File: config.mk
export PLATFORM = sky130hd
export DESIGN_NAME = pipe_adder
export DESIGN_NICKNAME = d
export VERILOG_FILES = /design/src/rtl/pipe_adder.sv
export SDC_FILE = /design/constraint.sdc
export NUM_CORES = 1
export LEC_CHECK = 0
export BUFFER_PORTS_ARGS = -buffer_cell sky130_fd_sc_hd__buf_4
export CORE_MARGIN = 5
export CORE_UTILIZATION = 55
export CTS_CLUSTER_SIZE = 28
export DETAILED_ROUTE_END_ITERATION = 12
export PLACE_DENSITY = 0.76
export SLEW_MARGIN = 10
export SYNTH_ARGS = -nofsm -noshare
export SYNTH_HDL_FRONTEND = slang
export SYNTH_SLANG_ARGS = --single-unit
File: constraint.sdc
create_clock -name clk -period 4.45 [get_ports clk]
set_input_delay 0.445 -clock clk [delete_from_list [all_inputs] [get_ports clk]]
set_output_delay 0.445 -clock clk [all_outputs]
set_load 0.005 [all_outputs]
File: src/rtl/pipe_adder.sv
// rtl/pipe_adder.sv - segmented-carry pipelined adder/subtractor with valid/ready handshake
//
// Purpose: computes a + b + cin (add) or a + ~b + ~cin (subtract) over STAGES
// pipeline stages. Stage k resolves result bits [k*SEG +: SEG] from the carry
// registered by stage k-1. Operand bits that are not yet consumed travel along
// in registers. The pipeline moves as one unit: all stages shift when the
// output slot is empty or being taken, and all stages hold otherwise.
//
// Ports:
//   clk        - clock, all state on rising edge
//   rst        - synchronous active-high reset
//   in_valid   - operands present
//   in_ready   - operands accepted this cycle
//   a, b       - operands (WIDTH bits)
//   cin        - carry-in (add) / borrow-in (sub)
//   sub        - 0 = add, 1 = subtract
//   out_valid  - result present
//   out_ready  - downstream accepts result
//   sum        - result (WIDTH bits)
//   cout       - carry out of MSB (for subtract: 1 = no borrow)
//   ovf        - two's-complement signed overflow
//   ovf_count  - saturating count of delivered results with ovf=1
module pipe_adder #(
  parameter int WIDTH  = 16,
  parameter int STAGES = 4
) (
  input  logic             clk,
  input  logic             rst,
  input  logic             in_valid,
  output logic             in_ready,
  input  logic [WIDTH-1:0] a,
  input  logic [WIDTH-1:0] b,
  input  logic             cin,
  input  logic             sub,
  output logic             out_valid,
  input  logic             out_ready,
  output logic [WIDTH-1:0] sum,
  output logic             cout,
  output logic             ovf,
  output logic [15:0]      ovf_count
);

  // Guarded copies so the width arithmetic stays defined while the
  // legality check below reports an illegal configuration.
  localparam int STG = (STAGES < 1) ? 1 : STAGES;
  localparam int SEG = ((WIDTH / STG) < 1) ? 1 : (WIDTH / STG);

  if (STAGES < 1 || WIDTH < 2 || (WIDTH % STG) != 0) begin : g_bad_params
    $error("pipe_adder: illegal parameters (need STAGES>=1, WIDTH>=2, WIDTH %% STAGES == 0)");
  end

  logic advance;

  assign advance  = !out_valid || out_ready;
  assign in_ready = advance;

  genvar k;
  for (k = 0; k < STAGES; k++) begin : g_stage
    localparam int HI = (k + 1) * SEG;

    // Registered state of this stage
    logic          v;
    logic [HI-1:0] s;
    logic          c;

    // Inputs to this stage's segment adder
    logic           prev_v;
    logic           sub_k;
    logic           cin_k;
    logic [SEG-1:0] a_seg;
    logic [SEG-1:0] b_seg;
    logic [SEG:0]   seg_sum;
    logic [HI-1:0]  s_next;

    if (k == 0) begin : g_src
      // For subtract the borrow-in becomes carry-in ~cin and b is inverted.
      assign prev_v = in_valid;
      assign sub_k  = sub;
      assign cin_k  = cin ^ sub;
      assign a_seg  = a[SEG-1:0];
      assign b_seg  = b[SEG-1:0] ^ {SEG{sub}};
      assign s_next = seg_sum[SEG-1:0];
    end else begin : g_src
      assign prev_v = g_stage[k-1].v;
      assign sub_k  = g_stage[k-1].g_ops.sb;
      assign cin_k  = g_stage[k-1].c;
      assign a_seg  = g_stage[k-1].g_ops.a_rem[SEG-1:0];
      assign b_seg  = g_stage[k-1].g_ops.b_rem[SEG-1:0] ^ {SEG{sub_k}};
      assign s_next = {seg_sum[SEG-1:0], g_stage[k-1].s};
    end

    assign seg_sum = {1'b0, a_seg} + {1'b0, b_seg} + {{SEG{1'b0}}, cin_k};

    // Data only loads behind a valid entry, so bubbles never disturb the
    // last delivered result sitting in the output stage.
    always_ff @(posedge clk) begin
      if (rst) begin
        v <= 1'b0;
        s <= '0;
        c <= 1'b0;
      end else if (advance) begin
        v <= prev_v;
        if (prev_v) begin
          s <= s_next;
          c <= seg_sum[SEG];
        end
      end
    end

    if (k < STAGES - 1) begin : g_ops
      localparam int REM = WIDTH - HI;

      logic [REM-1:0] a_rem;
      logic [REM-1:0] b_rem;
      logic           sb;
      logic [REM-1:0] a_nxt;
      logic [REM-1:0] b_nxt;

      if (k == 0) begin : g_first
        assign a_nxt = a[WIDTH-1:HI];
        assign b_nxt = b[WIDTH-1:HI];
      end else begin : g_first
        assign a_nxt = g_stage[k-1].g_ops.a_rem[REM+SEG-1:SEG];
        assign b_nxt = g_stage[k-1].g_ops.b_rem[REM+SEG-1:SEG];
      end

      always_ff @(posedge clk) begin
        if (rst) begin
          a_rem <= '0;
          b_rem <= '0;
          sb    <= 1'b0;
        end else if (advance && prev_v) begin
          a_rem <= a_nxt;
          b_rem <= b_nxt;
          sb    <= sub_k;
        end
      end
    end else begin : g_out
      // Carry into the MSB is a^b^s at that bit; xor with carry out gives ovf.
      logic ovf_q;

      always_ff @(posedge clk) begin
        if (rst) begin
          ovf_q <= 1'b0;
        end else if (advance && prev_v) begin
          ovf_q <= a_seg[SEG-1] ^ b_seg[SEG-1] ^ seg_sum[SEG-1] ^ seg_sum[SEG];
        end
      end
    end
  end

  assign out_valid = g_stage[STAGES-1].v;
  assign sum       = g_stage[STAGES-1].s;
  assign cout      = g_stage[STAGES-1].c;
  assign ovf       = g_stage[STAGES-1].g_out.ovf_q;

  always_ff @(posedge clk) begin
    if (rst) begin
      ovf_count <= '0;
    end else if (out_valid && out_ready && ovf && ovf_count != 16'hFFFF) begin
      ovf_count <= ovf_count + 16'd1;
    end
  end

endmodule

# == Word-level counts from Yosys, hierarchy flattened ==
# Index checks and enable logic that the tools add are counted.
# word_totals
register_bits,116
in_bits,38
# op_classes
addsub,9
n_eq_ne,1
n_bitwise,8
n_reduce_logical,13
# op_table
operator,n
adder 4 x 4 -> 5 bit,4
adder 5 x 1 -> 5 bit,4
adder 16 x 1 -> 16 bit (second input constant),1
inequality test 16 bit (second input constant),1
XOR 4 bit,4
AND reduction 2 bit,4
logical AND 1 bit,7
XOR 1 bit,4
zero test 1 bit,1
logical OR 1 bit,1

# == Depth between registers and ports, before layout ==
# Gate-level depths: netlist of run 1.
# logic_depth
ltp_word,5
ltp_mapped,9
depth_no_buf,8

# == Worst setup path after synthesis of run 1 ==
# Ideal clock, no wire load.
# synth_timing
path_type,input-to-reg
from,in sub
to,reg g_stage[0].c
setup_ns,0.134
arrival_ns,2.115
required_time_ns,4.316
slack_ns,2.201
stages,7
n_path_buf,1
path_cell_list,clkbuf_1 -> xor2_1 -> fa_1 -> fa_1 -> a21o_1 -> a211oi_1 -> a211oi_1
# synth_between
elab_chain_len,3
elab_cells_between_ends,4
cone_classes,add/sub (2); bitwise (2)
# synth_lines
item,line,rtl
"start, declared",34,"input logic sub,"
XOR 4 bit,81,assign b_seg = b[SEG-1:0] ^ {SEG{sub}};
adder 4 x 4 -> 5 bit,92,"assign seg_sum = {1'b0, a_seg} + {1'b0, b_seg} + {{SEG{1'b0}}, cin_k};"
adder 5 x 1 -> 5 bit (*),92,
"end signal, assigned",105,c <= seg_sum[SEG];
"end, declared",64,logic c;
# Mark *: on every way between the ends. The rest lies on a longest branch, timed or not.
# A chain may end at the register's enable or synchronous reset.

# == Worst setup path in the final report of run 1 ==
# layout_timing
from,reg g_stage[2].g_ops.sb
to,"reg g_stage[3].g_out.ovf_q, in the netlist ovf"
# layout_between
elab_chain_len,5
elab_cells_between_ends,6
cone_classes,add/sub (2); bitwise (4)
# layout_lines
item,line,rtl
"start, declared",115,logic sb;
"start signal, assigned",135,sb <= sub_k;
XOR 4 bit (*),88,assign b_seg = g_stage[k-1].g_ops.b_rem[SEG-1:0] ^ {SEG{sub_k}};
adder 4 x 4 -> 5 bit,92,
adder 5 x 1 -> 5 bit,92,
XOR 1 bit,146,ovf_q <= a_seg[SEG-1] ^ b_seg[SEG-1] ^ seg_sum[SEG-1] ^ seg_sum[SEG];
XOR 1 bit (*),146,
"end signal, assigned",146,
"end, declared",140,logic ovf_q;
# Marked as above.

==> results.sh, run 1 <==
export IMPL_first_pass_iters=5
export IMPL_mappedNetlistArea_sq_um=4950
export IMPL_die_h_um=105
export IMPL_slew_headroom_pct=31.3
export IMPL_path_buf_inv=1
export IMPL_min_path_type="in2reg"
export IMPL_dieArea_sq_um=11000
export IMPL_synthTopCellsByArea="dfxtp_1, nand2_1, a21oi_1"
export IMPL_finalSetupTns_ns=0
export IMPL_ctsResizeCount=0
export IMPL_synth_nets=657
export IMPL_finalWirelength_mm=10.9
export IMPL_cts_setup_buffers=0
export IMPL_p_comb_share_pct=6.8
export IMPL_fin_skew_ns=0.00839
export IMPL_ys_warn_count=0
export IMPL_critical_path_class="reg2reg"
export IMPL_peakVddDrop_uv=240
export IMPL_fp_coreArea_sq_um=8760
export IMPL_final_hold_violation_count=0
export IMPL_cp_data_arrival_time_ns=2.64
export IMPL_drc=0
export IMPL_path_max_fanout=5
export IMPL_async_reset_ff_share_pct=0
export IMPL_crit_family="compound AO/OA/AOI/OAI gates"
export IMPL_final_nets=714
export IMPL_synth_yosys_seq_area_share_pct=46.9
export IMPL_grt_pass1_vias=4032
export IMPL_synth_mux_area_share_pct=1.34
export IMPL_synth_edf_count=0
export IMPL_drtIter0Drc=214
export IMPL_io_buffers=73
export IMPL_slew_viol_final=0
export IMPL_pre_cts_slack_ns=2.13
export IMPL_fin_crit_ns=2.23
export IMPL_hpwl_mm=7.37
export IMPL_startpoint_type="flop"
export IMPL_path_clk_slew_ns=0.05
export IMPL_synth_top_family_by_area="simple AND/OR/NAND/NOR gates"
export IMPL_finalPower_mw=2.53
export IMPL_antenna_found_initial=0
export IMPL_setup_viol=0
export IMPL_drive_gt1_share_pct=16.2
export IMPL_min_period_over_period_pct=50.1
export IMPL_ys_seq_elements=116
export IMPL_wl_per_cell_um=14.2
export IMPL_synthSimpleGateAreaFrac_pct=20.8
export IMPL_gp_congestion=0.819
export IMPL_crit_chain="xnor2_1 > fa_1 > inv_1 > fa_1 > a21o_1 > a21oi_1 > o21ai_0 > a311oi_1"
export IMPL_powerDensity_nw_per_um2=418
export IMPL_synth_fa_ha_area_share_pct=6.53
export IMPL_maxCapViolCount=0
export IMPL_drtAntennaViolNets=0
export IMPL_grt_pass1_wl_mm=18.8
export IMPL_instances_no_fill=773
export IMPL_cp_common_cell="fa_1"
export IMPL_p_leak_nw=2.41
export IMPL_diodes=0
export IMPL_clockBufferDepth=2
export IMPL_row_count=34
export IMPL_yosysUniqueCellTypes=41
export IMPL_swShare_pct=21.4
export IMPL_synth_xor_area_share_pct=3.89
export IMPL_worst_slack_ns=2.22
export IMPL_grt_max_degree=82
export IMPL_grt_use_total_pct=20.4
export IMPL_overflow=0
export IMPL_worst_slew_pin_slew_ns=1.03
export IMPL_viasPerCell=5.48
export IMPL_p_int_mw=1.99
export IMPL_vias=4233
export IMPL_critical_path_required_ns=4.86
export IMPL_yosys_area_top_type="dfxtp_1"
export IMPL_place_inst=744
export IMPL_synth_top_area_share_pct=46.9
export IMPL_synth_cells=598
export IMPL_synth_compound_area_share_pct=16.6
export IMPL_worstSkewPairLatency_ns=0.50
export IMPL_synth_main_ff_cell="dfxtp_1"
export IMPL_area_growth_pct=22.5
export IMPL_p_seq_share_pct=43.2
export IMPL_p_sw_mw=0.541
export IMPL_p_clk_share_pct=50.0
export IMPL_tritoncts="built"
export IMPL_ioPinCount=74
export IMPL_fmax_mhz=449
export IMPL_cts_hold_buf=0
export IMPL_status="finished, final reports clean"
export IMPL_cts_made_buffers=17
export IMPL_cts_sinks=116
export IMPL_avgSynthCellArea_sq_um=8.27
export IMPL_holdWs_ns=0.188
export IMPL_crit_slowest_cell="dfxtp_1"
export IMPL_root_buffer="clkbuf_8"
export IMPL_fp_dieW_um=105
export IMPL_end_kind="flop"
export IMPL_start_util_pct=56.5
export IMPL_rsz0062_at_grt="false"
export IMPL_cpPeakStageDelay_ns=0.45
export IMPL_htree_num_levels=4
==> through the flow <==
stage / utilization [%] / area (sq um)
after floorplan: - / 4950
after global placement: 62.8 / 5500
after detailed placement: 62.8 / 5500
after CTS: 69.1 / 6060
after global routing: 69.1 / 6060
final: 69.1 / 6060
==> cells in the final DEF (no fill, tap or decap), types with 5 or more instances in the layout <==
cell type / synthesis / routed
fa_1: 8 / 8
xor2_1: 15 / 15
nand2_1: 178 / 178
ha_1: 13 / 13
clkbuf_16: 0 / 16
inv_1: 14 / 14
a21oi_1: 96 / 96
nand3_1: 6 / 6
a21o_1: 5 / 5
clkbuf_8: 0 / 5
o21a_1: 6 / 6
dfxtp_1: 116 / 116
xnor2_1: 7 / 7
nor2b_1: 8 / 8
o31ai_1: 6 / 6
nor2_1: 19 / 19
buf_4: 0 / 74
or3_1: 6 / 6
or4_1: 6 / 6
a211oi_1: 14 / 14
==> cell usage after synthesis, types with 2 or more instances <==
| cell | n |
|---|---|
| nor2_1 | 19 |
| or4_1 | 6 |
| nor4_1 | 2 |
| nand4_1 | 4 |
| o41ai_1 | 4 |
| xor2_1 | 15 |
| or3_1 | 6 |
| o21a_1 | 6 |
| o21ai_0 | 4 |
| dfxtp_1 | 116 |
| a211oi_1 | 14 |
| mux2_2 | 4 |
| nand2_1 | 178 |
| nand3_1 | 6 |
| inv_1 | 14 |
| a21o_1 | 5 |
| xnor2_1 | 7 |
| a21oi_1 | 96 |
| nor2b_1 | 8 |
| ha_1 | 13 |
| and2_1 | 3 |
| fa_1 | 8 |
| clkbuf_1 | 29 |
| buf_1 | 6 |
| nor3_1 | 4 |
| o31ai_1 | 6 |
==> worst reg2reg max path: cells and delay by family (launching register included) <==
family	cells	cell delay, ns
AOI/OAI and AO/OA	4	0.80
adders and majority gates	2	0.65
DFF	1	0.45
xor gates and xnor gates	1	0.17
buffers and inverters	1	0.06
==> kinds of logic after synthesis <==
group,after synthesis
and+or+nand+nor,242
AOI/OAI and AO/OA,140
DFF,116
buffers and inverters,51
xor gates and xnor gates,22
adders and majority gates,21
muxes,6
==> final cells by class <==
cell class,instances,area [sq um]
Multi-Input combinational cell,431,2430
Inverter,15,56.3
Sequential cell,116,2320
Clock buffer,25,484
Timing Repair Buffer,74,556
Fill cell,707,2710
Clock inverter,4,72.6
Tap cell,108,135
==> state kept, by name, summed over array words and instances (netlist names) <==
register             flops
g_stage.g_ops.a_rem     24
g_stage.g_ops.b_rem     24
g_stage.s               24
ovf_count               16
sum                     16
g_stage.c                3
g_stage.g_ops.sb         3
g_stage.v                3
cout                     1
out_valid                1
ovf                      1
==> per-layer routing <==
layer  wire length (um)  track usage [%]
met1               4930             26.6
met2               5190             32.5
met3                641             5.67
met4                190             7.03
met5                  0                0
==> worst paths after layout <==
check                                    startpoint                        end  slack, ns  cells after the start
worst min register to register      g_stage[2].s[5]                     sum[5]       0.45                      2
worst max register to register  g_stage[2].g_ops.sb                        ovf       2.22                      8
worst max-delay path            g_stage[2].g_ops.sb                        ovf       2.22                      8
worst min-delay path                           b[4]  g_stage[0].g_ops.b_rem[0]       0.19                      3
==> power by group through the flow <==
stage | Clock [mW] | Combinational, mW | Sequential [mW]
after detailed placement | 0 | 0.171 | 1.11
after global placement | 0 | 0.163 | 1.11
final | 1.27 | 0.171 | 1.09
after floorplan | 0 | 0.118 | 1.11
after global routing | 1.33 | 0.196 | 1.09
after CTS | 1.28 | 0.173 | 1.09
Power figures use the tool's default switching activity.
==> run 2, diff against run 1 <==
==> constraint.sdc (replaced) <==
create_clock -name clk -period 2.2 [get_ports clk]
set_input_delay 0.22 -clock clk [delete_from_list [all_inputs] [get_ports clk]]
set_output_delay 0.22 -clock clk [all_outputs]
set_load 0.005 [all_outputs]
==> results.sh, run 2 (same netlist as run 1, synthesis figures left out) <==
export IMPL_powerDensity_nw_per_um2=837
export IMPL_critical_path_required_ns=2.61
export IMPL_htree_num_levels=4
export IMPL_hpwl_mm=7.88
export IMPL_p_leak_nw=2.60
export IMPL_final_cell_mix="nand2_1, dfxtp_1, a21oi_1, buf_4, dlygate4sd3_1"
export IMPL_crit_slowest_cell="dfxtp_2"
export IMPL_swShare_pct=22.2
export IMPL_pre_cts_slack_ns=0.0755
export IMPL_slew_headroom_pct=37.4
export IMPL_worstSkewPairLatency_ns=0.51
export IMPL_min_period_over_period_pct=94.5
export IMPL_critical_path_class="reg2reg"
export IMPL_startpoint_type="flop"
export IMPL_gp_congestion=0.814
export IMPL_min_path_type="in2reg"
export IMPL_wl_per_cell_um=14.4
export IMPL_slew_viol_final=0
export IMPL_status="finished, final reports clean"
export IMPL_finalSetupTns_ns=0
export IMPL_finalWirelength_mm=11.7
export IMPL_die_h_um=105
export IMPL_final_hold_violation_count=0
export IMPL_diodes=0
export IMPL_path_max_fanout=5
export IMPL_fin_crit_ns=2.08
export IMPL_crit_chain="xnor2_2 > fa_2 > inv_1 > fa_1 > a21o_1 > a21oi_1 > o21ai_0 > a311oi_1"
export IMPL_area_growth_pct=30.9
export IMPL_nFillCells=639
export IMPL_grt_pass1_wl_mm=19.6
export IMPL_end_kind="flop"
export IMPL_dieArea_sq_um=11000
export IMPL_cts_sinks=116
export IMPL_p_sw_mw=1.20
export IMPL_crit_family="compound AO/OA/AOI/OAI gates"
export IMPL_cp_data_arrival_time_ns=2.49
export IMPL_io_buffers=73
export IMPL_cpPeakStageDelay_ns=0.40
export IMPL_grt_use_total_pct=21.2
export IMPL_overflow=0
export IMPL_tritoncts="built"
export IMPL_fmax_mhz=481
export IMPL_p_seq_share_pct=40.7
export IMPL_drive_gt1_share_pct=18.4
export IMPL_ioPinCount=74
export IMPL_top_regs="g_stage.g_ops.a_rem: 24 flops, g_stage.g_ops.b_rem: 24 flops, g_stage.s: 24 flops"
export IMPL_setup_viol=0
export IMPL_cts_setup_buffers=0
export IMPL_p_comb_share_pct=7.4
export IMPL_worst_slack_ns=0.121
export IMPL_p_clk_share_pct=51.9
export IMPL_path_buf_inv=1
export IMPL_rsz0062_at_grt="false"
export IMPL_vias=4374
export IMPL_grt_pass1_vias=4280
export IMPL_peakVddDrop_uv=650
export IMPL_place_inst=757
export IMPL_mostFrequentLayoutCell="nand2_1"
export IMPL_utilization_pct=73.9
export IMPL_grt_max_degree=58
export IMPL_root_buffer="clkbuf_8"
export IMPL_fp_dieW_um=105
export IMPL_viasPerCell=5.38
export IMPL_drtAntennaViolNets=0
export IMPL_instances_no_fill=813
export IMPL_drtIter0Drc=208
export IMPL_p_int_mw=4.22
export IMPL_drc=0
export IMPL_maxCapViolCount=0
export IMPL_fp_coreArea_sq_um=8760
export IMPL_worst_slew_pin_slew_ns=0.940
export IMPL_final_nets=751
export IMPL_clockBufferDepth=2
export IMPL_antenna_found_initial=0
export IMPL_finalPower_mw=5.42
export IMPL_first_pass_iters=5
export IMPL_cts_made_buffers=17
export IMPL_row_count=34
export IMPL_path_clk_slew_ns=0.06
export IMPL_start_util_pct=56.5
export IMPL_fin_skew_ns=0.00670
run 2: cell count changes in the layout (fill, tap and decap cells not counted), moves of 2 or more:
| cell | previous run | this run |
|---|---|---|
| buf_4 | 74 | 86 |
| clkinv_2 | 1 | 3 |
| clkinvlp_4 | 1 | 4 |
| bufinv_16 | 2 | 4 |
| clkinv_4 | 0 | 2 |
| dlygate4sd3_1 | 0 | 24 |
| clkbuf_8 | 5 | 2 |
| clkbuf_1 | 4 | 1 |
run 2: layer usage:
metal | vias up | wire length (um) | GRT usage, % | share of wire, %
li1 | 2209 | - | - | -
met1 | 2028 | 5000 | 26.0 | 43
met2 | 121 | 5810 | 36.6 | 50
met3 | 16 | 747 | 5.67 | 6.4
met4 | 0 | 155 | 6.48 | 1.3
met5 | - | 0 | 0 | 0
run 2: repair_timing:
item / in CTS / in global routing
gates resized for setup: 0 / 3
hold endpoints to repair: 24 / 0
endpoints found under the setup margin: 0 / 1
hold buffers: 24 / 0
run 2: path summary, 6_finish.rpt:
kind,from,endpoint,slack (ns),depth (start not counted)
setup / recovery,g_stage[2].g_ops.sb,ovf,0.12,8
hold / removal,sub,g_stage[0].g_ops.sb,0.02,3
setup reg to reg,g_stage[2].g_ops.sb,ovf,0.12,8
hold reg to reg,sum[1],sum[1],0.45,2
run 2: tightest hold or removal path: cells and delay by family:
kind,cells,cell delay (ns)
AO/OA/AOI/OAI,1,0.05
AND/OR/NAND/NOR,1,0.07
buffers and inverters,1,0.14
run 2: power by group through the flow:
stage | registers, mW | clock network, mW | logic [mW]
global placement | 2.25 | 0 | 0.349
global route | 2.21 | 2.97 | 0.446
CTS | 2.21 | 2.84 | 0.398
finish | 2.21 | 2.81 | 0.401
floorplan | 2.24 | 0 | 0.238
detailed placement | 2.25 | 0 | 0.361
run 2: metrics by stage:
step           hold slack (ns)  area, sq um
2_1_floorplan            0.356         4950
3_3_place_gp             0.443         5610
3_5_place_dp             0.447         5610
4_1_cts                 0.0125         6470
5_1_grt                 0.0294         6480
6_report                0.0231         6480
run 2: cell type report:
| cell class | count | area [sq um] | area share, % |
|---|---|---|---|
| multi-input cells | 431 | 2440 | 37.7 |
| repair buffers | 111 | 906 | 14.0 |
| clock inverters | 13 | 183 | 2.82 |
| inverters | 15 | 56.3 | 0.869 |
| clock buffers | 19 | 432 | 6.66 |
| flip-flops and latches | 116 | 2320 | 35.9 |
| well taps | 108 | 135 | 2.09 |
